### src/rtl/apb_rr_pkg.sv
// apb_rr_pkg: shared state type, width defaults and counter sizing for apb_rr_master
package apb_rr_pkg;
    typedef enum logic [1:0] {IDLE, SETUP, ACCESS, RESP} state_t;
    localparam int ADDR_W_DEF = 32;
    localparam int DATA_W_DEF = 32;
    function automatic int cnt_w(input int timeout_cyc);
        return $clog2(timeout_cyc + 1);
    endfunction
endpackage

### src/rtl/apb_rr_master_if.sv
// apb_rr_master_if: requester command/response lanes plus the APB bus of apb_rr_master
interface apb_rr_master_if #(
    parameter int NUM_REQ = 2,
    parameter int ADDR_W = 32,
    parameter int DATA_W = 32
);
    logic [NUM_REQ-1:0] req_valid;
    logic [NUM_REQ-1:0] req_write;
    logic [NUM_REQ*ADDR_W-1:0] req_addr;
    logic [NUM_REQ*DATA_W-1:0] req_wdata;
    logic [NUM_REQ-1:0] req_ready;
    logic [NUM_REQ-1:0] rsp_valid;
    logic [DATA_W-1:0] rsp_rdata;
    logic rsp_err;
    logic psel;
    logic penable;
    logic pwrite;
    logic [ADDR_W-1:0] paddr;
    logic [DATA_W-1:0] pwdata;
    logic [DATA_W-1:0] prdata;
    logic pready;
    logic pslverr;
    modport master (
        input req_valid, req_write, req_addr, req_wdata, prdata, pready, pslverr,
        output req_ready, rsp_valid, rsp_rdata, rsp_err, psel, penable, pwrite, paddr, pwdata
    );
    modport slave (
        output req_valid, req_write, req_addr, req_wdata, prdata, pready, pslverr,
        input req_ready, rsp_valid, rsp_rdata, rsp_err, psel, penable, pwrite, paddr, pwdata
    );
endinterface

### src/rtl/rr_arbiter.sv
// rr_arbiter: round-robin grant search starting at a registered pointer
module rr_arbiter #(
    parameter int NUM_REQ = 2,
    parameter int IW = (NUM_REQ > 1) ? $clog2(NUM_REQ) : 1
) (
    input logic pclk,
    input logic preset,
    input logic [NUM_REQ-1:0] req,
    input logic advance,
    output logic [NUM_REQ-1:0] grant,
    output logic [IW-1:0] idx,
    output logic any_req
);
    logic [IW-1:0] ptr;
    logic [IW-1:0] j;
    // scan from the farthest slot back to ptr so the nearest requester wins last
    always_comb begin
        grant = '0;
        idx = '0;
        any_req = 1'b0;
        j = '0;
        for (int k = NUM_REQ - 1; k >= 0; k--) begin
            j = IW'((int'(ptr) + k) % NUM_REQ);
            if (req[j]) begin
                grant = '0;
                grant[j] = 1'b1;
                idx = j;
                any_req = 1'b1;
            end
        end
    end
    always_ff @(posedge pclk or posedge preset) begin
        if (preset) ptr <= '0;
        else if (advance) ptr <= (idx == IW'(NUM_REQ - 1)) ? '0 : idx + 1'b1;
    end
endmodule

### src/rtl/apb_rr_master.sv
// apb_rr_master: round-robin APB master sharing one slave among NUM_REQ requesters
// APB_TIMEOUT_EN adds an access-phase watchdog of TIMEOUT_CYC cycles
module apb_rr_master
    import apb_rr_pkg::*;
#(
    parameter int NUM_REQ = 2,
    parameter int ADDR_W = ADDR_W_DEF,
    parameter int DATA_W = DATA_W_DEF,
    parameter int TIMEOUT_CYC = 16
) (
    input logic pclk,
    input logic preset,
    apb_rr_master_if.master bus
);
    localparam int IW = (NUM_REQ > 1) ? $clog2(NUM_REQ) : 1;
    state_t state, state_n;
    logic [NUM_REQ-1:0] grant, gnt_q;
    logic [IW-1:0] idx;
    logic any_req, accept, done, timeout;
    assign accept = state == IDLE && any_req;
    // completion is only judged once penable is on the bus
    assign done = state == ACCESS && bus.penable && (bus.pready || timeout);
    rr_arbiter #(.NUM_REQ(NUM_REQ), .IW(IW)) u_arb (
        .pclk(pclk),
        .preset(preset),
        .req(bus.req_valid),
        .advance(accept),
        .grant(grant),
        .idx(idx),
        .any_req(any_req)
    );
`ifdef APB_TIMEOUT_EN
    localparam int CW = cnt_w(TIMEOUT_CYC);
    logic [CW-1:0] cnt;
    always_ff @(posedge pclk or posedge preset) begin
        if (preset) cnt <= '0;
        else if (state == SETUP) cnt <= '0;
        else if (state == ACCESS && bus.penable && !bus.pready) cnt <= cnt + 1'b1;
    end
    assign timeout = bus.penable && !bus.pready && cnt == CW'(TIMEOUT_CYC - 1);
`else
    assign timeout = 1'b0;
`endif
    always_ff @(posedge pclk or posedge preset) begin
        if (preset) state <= IDLE;
        else state <= state_n;
    end
    always_comb begin
        state_n = state;
        state_n = state == IDLE ? (any_req ? SETUP : IDLE) :
                  state == SETUP ? ACCESS :
                  state == ACCESS ? (done ? RESP : ACCESS) : IDLE;
    end
    always_ff @(posedge pclk or posedge preset) begin
        if (preset) begin
            bus.req_ready <= '0;
            bus.rsp_valid <= '0;
            bus.rsp_rdata <= '0;
            bus.rsp_err <= 1'b0;
            bus.psel <= 1'b0;
            bus.penable <= 1'b0;
            bus.pwrite <= 1'b0;
            bus.paddr <= '0;
            bus.pwdata <= '0;
            gnt_q <= '0;
        end else begin
            bus.req_ready <= accept ? grant : '0;
            bus.rsp_valid <= done ? gnt_q : '0;
            bus.psel <= state == SETUP || (state == ACCESS && !done);
            bus.penable <= state == ACCESS && !done;
            if (accept) begin
                gnt_q <= grant;
                bus.pwrite <= bus.req_write[idx];
                bus.paddr <= bus.req_addr[idx*ADDR_W +: ADDR_W];
                bus.pwdata <= bus.req_wdata[idx*DATA_W +: DATA_W];
            end
            if (done) begin
                bus.rsp_rdata <= (bus.pwrite || !bus.pready) ? '0 : bus.prdata;
                bus.rsp_err <= bus.pready ? bus.pslverr : 1'b1;
            end
        end
    end
endmodule
### src/flat_wrapper.sv
// flat-port wrapper written by rule: the top's interface ports become plain ports
module apb_rr_master_flat import apb_rr_pkg::*;
#(
    parameter int NUM_REQ = 2,
    parameter int ADDR_W = ADDR_W_DEF,
    parameter int DATA_W = DATA_W_DEF,
    parameter int TIMEOUT_CYC = 16
)
  (pclk, preset, bus_req_valid, bus_req_write, bus_req_addr, bus_req_wdata, bus_prdata, bus_pready, bus_pslverr, bus_req_ready, bus_rsp_valid, bus_rsp_rdata, bus_rsp_err, bus_psel, bus_penable, bus_pwrite, bus_paddr, bus_pwdata);
  apb_rr_master_if #(.NUM_REQ(NUM_REQ), .ADDR_W(ADDR_W), .DATA_W(DATA_W)) bus_i ();
  input logic pclk;
  input logic preset;
  input wire logic [$bits(bus_i.req_valid)-1:0] bus_req_valid;
  input wire logic [$bits(bus_i.req_write)-1:0] bus_req_write;
  input wire logic [$bits(bus_i.req_addr)-1:0] bus_req_addr;
  input wire logic [$bits(bus_i.req_wdata)-1:0] bus_req_wdata;
  input wire logic [$bits(bus_i.prdata)-1:0] bus_prdata;
  input wire logic [$bits(bus_i.pready)-1:0] bus_pready;
  input wire logic [$bits(bus_i.pslverr)-1:0] bus_pslverr;
  output wire logic [$bits(bus_i.req_ready)-1:0] bus_req_ready;
  output wire logic [$bits(bus_i.rsp_valid)-1:0] bus_rsp_valid;
  output wire logic [$bits(bus_i.rsp_rdata)-1:0] bus_rsp_rdata;
  output wire logic [$bits(bus_i.rsp_err)-1:0] bus_rsp_err;
  output wire logic [$bits(bus_i.psel)-1:0] bus_psel;
  output wire logic [$bits(bus_i.penable)-1:0] bus_penable;
  output wire logic [$bits(bus_i.pwrite)-1:0] bus_pwrite;
  output wire logic [$bits(bus_i.paddr)-1:0] bus_paddr;
  output wire logic [$bits(bus_i.pwdata)-1:0] bus_pwdata;
  assign bus_i.req_valid = bus_req_valid;
  assign bus_i.req_write = bus_req_write;
  assign bus_i.req_addr = bus_req_addr;
  assign bus_i.req_wdata = bus_req_wdata;
  assign bus_i.prdata = bus_prdata;
  assign bus_i.pready = bus_pready;
  assign bus_i.pslverr = bus_pslverr;
  assign bus_req_ready = bus_i.req_ready;
  assign bus_rsp_valid = bus_i.rsp_valid;
  assign bus_rsp_rdata = bus_i.rsp_rdata;
  assign bus_rsp_err = bus_i.rsp_err;
  assign bus_psel = bus_i.psel;
  assign bus_penable = bus_i.penable;
  assign bus_pwrite = bus_i.pwrite;
  assign bus_paddr = bus_i.paddr;
  assign bus_pwdata = bus_i.pwdata;
  apb_rr_master #(.NUM_REQ(NUM_REQ), .ADDR_W(ADDR_W), .DATA_W(DATA_W), .TIMEOUT_CYC(TIMEOUT_CYC)) u_core (.pclk(pclk), .preset(preset), .bus(bus_i));
endmodule
### config.mk
export PLATFORM = sky130hd
export DESIGN_NAME = apb_rr_master_flat
export DESIGN_NICKNAME = d
export VERILOG_FILES = /design/src/rtl/apb_rr_pkg.sv /design/src/rtl/apb_rr_master_if.sv /design/src/rtl/rr_arbiter.sv /design/src/rtl/apb_rr_master.sv /design/src/flat_wrapper.sv
export SDC_FILE = /design/constraint.sdc
export NUM_CORES = 1
export LEC_CHECK = 0
export BUFFER_PORTS_ARGS = -buffer_cell sky130_fd_sc_hd__clkbuf_2
export CELL_PAD_IN_SITES_DETAIL_PLACEMENT = 1
export CELL_PAD_IN_SITES_GLOBAL_PLACEMENT = 2
export CORE_MARGIN = 2
export CORE_UTILIZATION = 25
export CTS_CLUSTER_DIAMETER = 120
export DETAILED_ROUTE_END_ITERATION = 6
export MAX_ROUTING_LAYER = met4
export PLACE_DENSITY = 0.77
export SETUP_SLACK_MARGIN = 0.4
export SYNTH_ARGS = -nofsm -noshare
export SYNTH_HDL_FRONTEND = slang
export SYNTH_SLANG_ARGS = --single-unit
### constraint.sdc
create_clock -name pclk -period 3.8 [get_ports pclk]
set_clock_uncertainty 0.05 [all_clocks]
set_input_delay 0.19 -clock pclk [delete_from_list [all_inputs] [get_ports pclk]]
set_output_delay 0.19 -clock pclk [all_outputs]
set_load 0.1 [all_outputs]
# Word-level counts from Yosys, hierarchy flattened
# Cells that the tools add are included.
totals:
  regBits: 109
  in_bits: 168
classes:
  eq_ne: 2
  n_shift: 2
  n_reduce_logical: 11
  n_lt_le_gt_ge: 5
  n_mux: 26
  add_sub_neg: 2
op_table:
  columns: ["op", "count"]
  rows:
  - ["variable part select 64 x 7 -> 32 bit", 2]
  - ["two-way mux 32 bit", 1]
  - ["two-way mux 1 bit", 16]
  - ["two-way mux 2 bit", 7]
  - ["logical AND 1 bit", 6]
  - ["less-than comparator 1 x 2 -> 1 bit, second input constant", 3]
  - ["adder 1 bit, second input constant", 2]
  - ["demux 1 bit (select 1 bit)", 2]
  - ["equality test 2 x 1 -> 1 bit, second input constant", 1]
  - ["equality test 2 bit, second input constant", 1]
  - ["greater-or-equal comparator 1 bit, second input constant", 2]
  - ["zero test 1 bit", 2]
  - ["zero test 2 bit", 1]
  - ["logical OR 1 bit", 2]

# Longest topological paths before layout
logic_depth:
  ltp_word: 8
  depth_mapped: 7
  mapped_depth_nobuf: 5

# By module
# From an unflattened synthesis, not the netlist that was laid out.
hier_totals:
  hier_cells: 432
  area_unflattened_um2: 5218.8
modules_own_cells:
  columns: ["module", "seq_area_each_um2", "cells_per_inst", "instances", "area_per_inst_um2"]
  rows:
  - ["apb_rr_master", 2702.6, 423, 1, 5144.9]
  - ["rr_arbiter", 25.0, 9, 1, 73.8]

# Worst setup path after synthesis
# Ideal clock, no wire load.
synth_timing:
  path_type: "register -> register"
  from: "register u_core.bus.penable"
  to: "register u_core.bus.rsp_rdata[26]"
  period_less_slack_ps: 1926
  t_arrival_ps: 1742
  stages_incl_launch_ff: 6
  slack_ps: 1874
  setup_ps: 134
  cell_sequence: "dfrtp_1 > nand3_1 > clkbuf_1 > buf_2 > nand2_1 > o21ai_0"
synth_between:
  elab_chain_cells: 2
synth_lines:
  columns: ["element", "line", "rtl"]
  rows:
  - ["start, declared", "apb_rr_master_if.sv:25", "output req_ready, rsp_valid, rsp_rdata, rsp_err, psel, penable, pwrite, paddr, pwdata"]
  - ["start signal, assigned", "apb_rr_master.sv:70", "bus.penable <= state == ACCESS && !done;"]
  - ["logical AND 1 bit (2 in a row)", "apb_rr_master.sv:22", "assign done = state == ACCESS && bus.penable && (bus.pready || timeout);"]
  - ["end signal, assigned", "apb_rr_master.sv:78", "bus.rsp_rdata <= (bus.pwrite || !bus.pready) ? '0 : bus.prdata;"]
  - ["end, declared", "apb_rr_master_if.sv:25", null]
# Every way passes these cells.
# A chain may end at the register's enable or synchronous reset.

# Worst setup path after layout
layout_timing:
  from: "register u_core.state[0]"
  to: "register u_core.bus.pwdata[9]"
layout_between:
  elab_chain_cells: 2
layout_lines:
  columns: ["element", "line", "rtl"]
  rows:
  - ["start, declared", "apb_rr_master.sv:16", "state_t state, state_n;"]
  - ["start signal, assigned", "apb_rr_master.sv:46", "else state <= state_n;"]
  - ["zero test 2 bit", "apb_rr_master.sv:20", "assign accept = state == IDLE && any_req;"]
  - ["logical AND 1 bit", "apb_rr_master.sv:20", null]
  - ["end signal, assigned", "apb_rr_master.sv:75", "bus.pwdata <= bus.req_wdata[idx*DATA_W +: DATA_W];"]
  - ["end, declared", "apb_rr_master_if.sv:25", null]
# Every way passes these cells.

==> flow_metrics.env <==
export IMPL_status="completed"
export IMPL_cts_buffers=9
export IMPL_drcViolationCount=0
export IMPL_ys_seq_elements=109
export IMPL_syn_to_final_growth_pct=40.8
export IMPL_crit_path_start_kind="flip-flop"
export IMPL_antenna_found_initial=0
export IMPL_drv_slew=0
export IMPL_yosysSeqAreaShare_pct=59.5
export IMPL_worst_skew_pair_late_latency_ns=0.35
export IMPL_ios=272
export IMPL_min_delay_start="bus_req_addr[63]"
export IMPL_grtUsageMet2_pct=25.9
export IMPL_fin_tns_setup_ns=0
export IMPL_cts_buffer_depth=2
export IMPL_slew_headroom_pct=30.0
export IMPL_postRouteAntennaNets=0
export IMPL_die_x_um=139
export IMPL_crit_path_end_kind="flip-flop"
export IMPL_synth_flop_cell="dfrtp_1"
export IMPL_grt_pass1_vias=4529
export IMPL_grt_busiest_layer="met2"
export IMPL_critPathTopFamily="compound AO/OA/AOI/OAI gates"
export IMPL_r2r_end="u_core.bus.pwdata[9]"
export IMPL_critPathRequiredTime_ns=4.03
export IMPL_gp_congestion=0.785
export IMPL_cts_tree="built"
export IMPL_synth_area_sq_um=4590
export IMPL_hold_viol=0
export IMPL_r2r_start="u_core.state[0]"
export IMPL_viasPerCell=4.55
export IMPL_grt_pass1_wl_um=23900
export IMPL_drive_above_1_share_pct=45.9
export IMPL_postSynthCellCount=390
export IMPL_syn_avg_cell_area_sq_um=11.8
export IMPL_fill_cells=2120
export IMPL_worstHoldPathCells=2
export IMPL_nets=822
export IMPL_wl_um=14900
export IMPL_grt_max_degree=68
export IMPL_worstSetupPathType="flip-flop to flip-flop"
export IMPL_clkTransAtPathRegs_ns=0.08
export IMPL_synth_most_common_cell="dfrtp_1"
export IMPL_hold_class="input port to flip-flop"
export IMPL_first_pass_iters=4
export IMPL_gr_usage_met1_pct=19.6
export IMPL_num_antenna_cells=0
export IMPL_arrival_ns=2.64
export IMPL_fmaxAchievable_mhz=416
export IMPL_layout_setup_ws_ns=1.40
export IMPL_synth_cell_types=22
export IMPL_async_flop_share_pct=100
export IMPL_dp_hpwl_um=11100
export IMPL_min_period_ns=2.40
export IMPL_syn_nets=561
export IMPL_cpPeakStageDelay_ns=0.80
export IMPL_use_met3_pct=3.30
export IMPL_final_cells=885
export IMPL_ctsResizeCount=0
export IMPL_drv_cap=0
export IMPL_root_buffer="clkbuf_16"
export IMPL_reg2reg_slack_ns=1.40
export IMPL_dieArea_sq_um=19400
export IMPL_rows=49
export IMPL_core_sq_um=18000
export IMPL_place_ws_ns=1.36
export IMPL_crit_slowest_cell="a21oi_4"
export IMPL_port_buffers=271
export IMPL_ys_warnings_count=0
export IMPL_min_period_over_period_pct=63.2
export IMPL_wl_per_cell_um=16.8
export IMPL_htreeDepth=3
export IMPL_synth_top_area_share_pct=59.5
export IMPL_synth_edf_count=0
export IMPL_cp_num_buf_inv=2
export IMPL_vias=4023
export IMPL_dp_cells=866
export IMPL_path_cells="inv_1, ha_1, nand2_1, a21oi_4, buf_4, a221o_1"
export IMPL_grt_ovfl_total=0
export IMPL_start_util_pct=25.5
export IMPL_die_h_um=139
export IMPL_worst_slew_pin_slew_ns=1.05
export IMPL_gr_usage_all_layers_pct=15.9
export IMPL_crit_path_max_fanout=36
export IMPL_worstRegToRegCells=6
export IMPL_first_iter_violations=155
export IMPL_rsz0062_at_grt="no"
export IMPL_netlist_top_cells_count="dfrtp_1 (109), a221o_1 (65), and2_0 (55)"
export IMPL_hold_path_endpoint="u_core.bus.paddr[31]"
export IMPL_clock_sinks=109
export IMPL_setup_viol=0
export IMPL_synth_area_leaders="dfrtp_1 (59%), a221o_1 (14%), and2_0 (7.5%)"
export IMPL_synth_area_leader_cell="dfrtp_1"
-- layout by cell type, fill, tap and decap left out, types with 2 or more instances in the layout --
cell type / count
inv_1: 5
clkbuf_2: 271
and2_0: 55
o21ai_0: 32
nand2b_1: 32
nand2_1: 34
ha_1: 3
a21o_1: 3
clkbuf_16: 9
a21oi_4: 2
dlygate4sd3_1: 3
clkinv_2: 2
a221o_1: 65
clkinvlp_4: 3
dfrtp_1: 109
nor2_1: 2
and2_1: 11
buf_4: 7
-- timing repair --
action,4_1_cts,5_1_grt
endpoints found under the hold margin,61,0
hold buffers,3,0
buffers inserted,0,0
endpoints found under the setup margin,0,0
-- sequential cells by signal (all words and copies together) (netlist names), 2 cells and up --
register,flops
u_core.bus.paddr,32
u_core.bus.pwdata,32
u_core.bus.rsp_rdata,32
u_core.bus.req_ready,2
u_core.bus.rsp_valid,2
u_core.gnt_q,2
u_core.state,2
-- worst max-delay path by stage --
stage / startpoint / endpoint / slack, ns / cells after the start
3_3_place_gp: u_core.state[0] / u_core.bus.pwrite / 1.46 / 6
3_5_place_dp: u_core.state[1] / u_core.bus.pwdata[9] / 1.36 / 6
6_report: u_core.state[0] / u_core.bus.pwdata[9] / 1.40 / 6
2_1_floorplan: preset / u_core.bus.paddr[0] / 0.69 / 1
5_1_grt: u_core.state[0] / u_core.bus.pwdata[9] / 1.17 / 6
4_1_cts: u_core.state[1] / u_core.bus.pwdata[9] / 1.34 / 6
-- per-layer routing --
layer / routed length [um] / up-vias
met5: 0 / -
met2: 7150 / 174
li1: - / 1906
met1: 6400 / 1924
met4: 267 / 0
met3: 1040 / 19
-- per-stage QoR --
stage / util, % / hold slack [ns] / instance area [sq um]
4_1_cts: 35.9 / 0.000307 / 6460
5_1_grt: 35.9 / 0.00485 / 6460
2_1_floorplan: - / 0.285 / 4590
6_report: 35.9 / 0.0178 / 6460
3_5_place_dp: 34.2 / 0.340 / 6150
3_3_place_gp: 34.2 / 0.333 / 6150
-- logic make-up after synthesis --
family,count (synthesis),synth area share [%]
buffers and inverters,37,3.98
DFF,109,59.5
and+or+nand+nor,136,16.6
adders and majority gates,3,0.819
AOI/OAI and AO/OA,104,18.9
muxes,1,0.246
-- final cells by class --
| type | instances | area [sq um] | share of cell area (%) |
|---|---|---|---|
| inverters | 6 | 25.0 | 0.388 |
| multi-input cells | 244 | 1700 | 26.4 |
| repair buffers | 281 | 1440 | 22.3 |
| clock inverters | 7 | 50.0 | 0.775 |
| clock buffers | 9 | 225 | 3.49 |
| well taps | 229 | 287 | 4.44 |
| flip-flops and latches | 109 | 2730 | 42.2 |
Power is not shown: default switching activity piles up to over one toggle a cycle in this logic, so the estimate is an artifact.
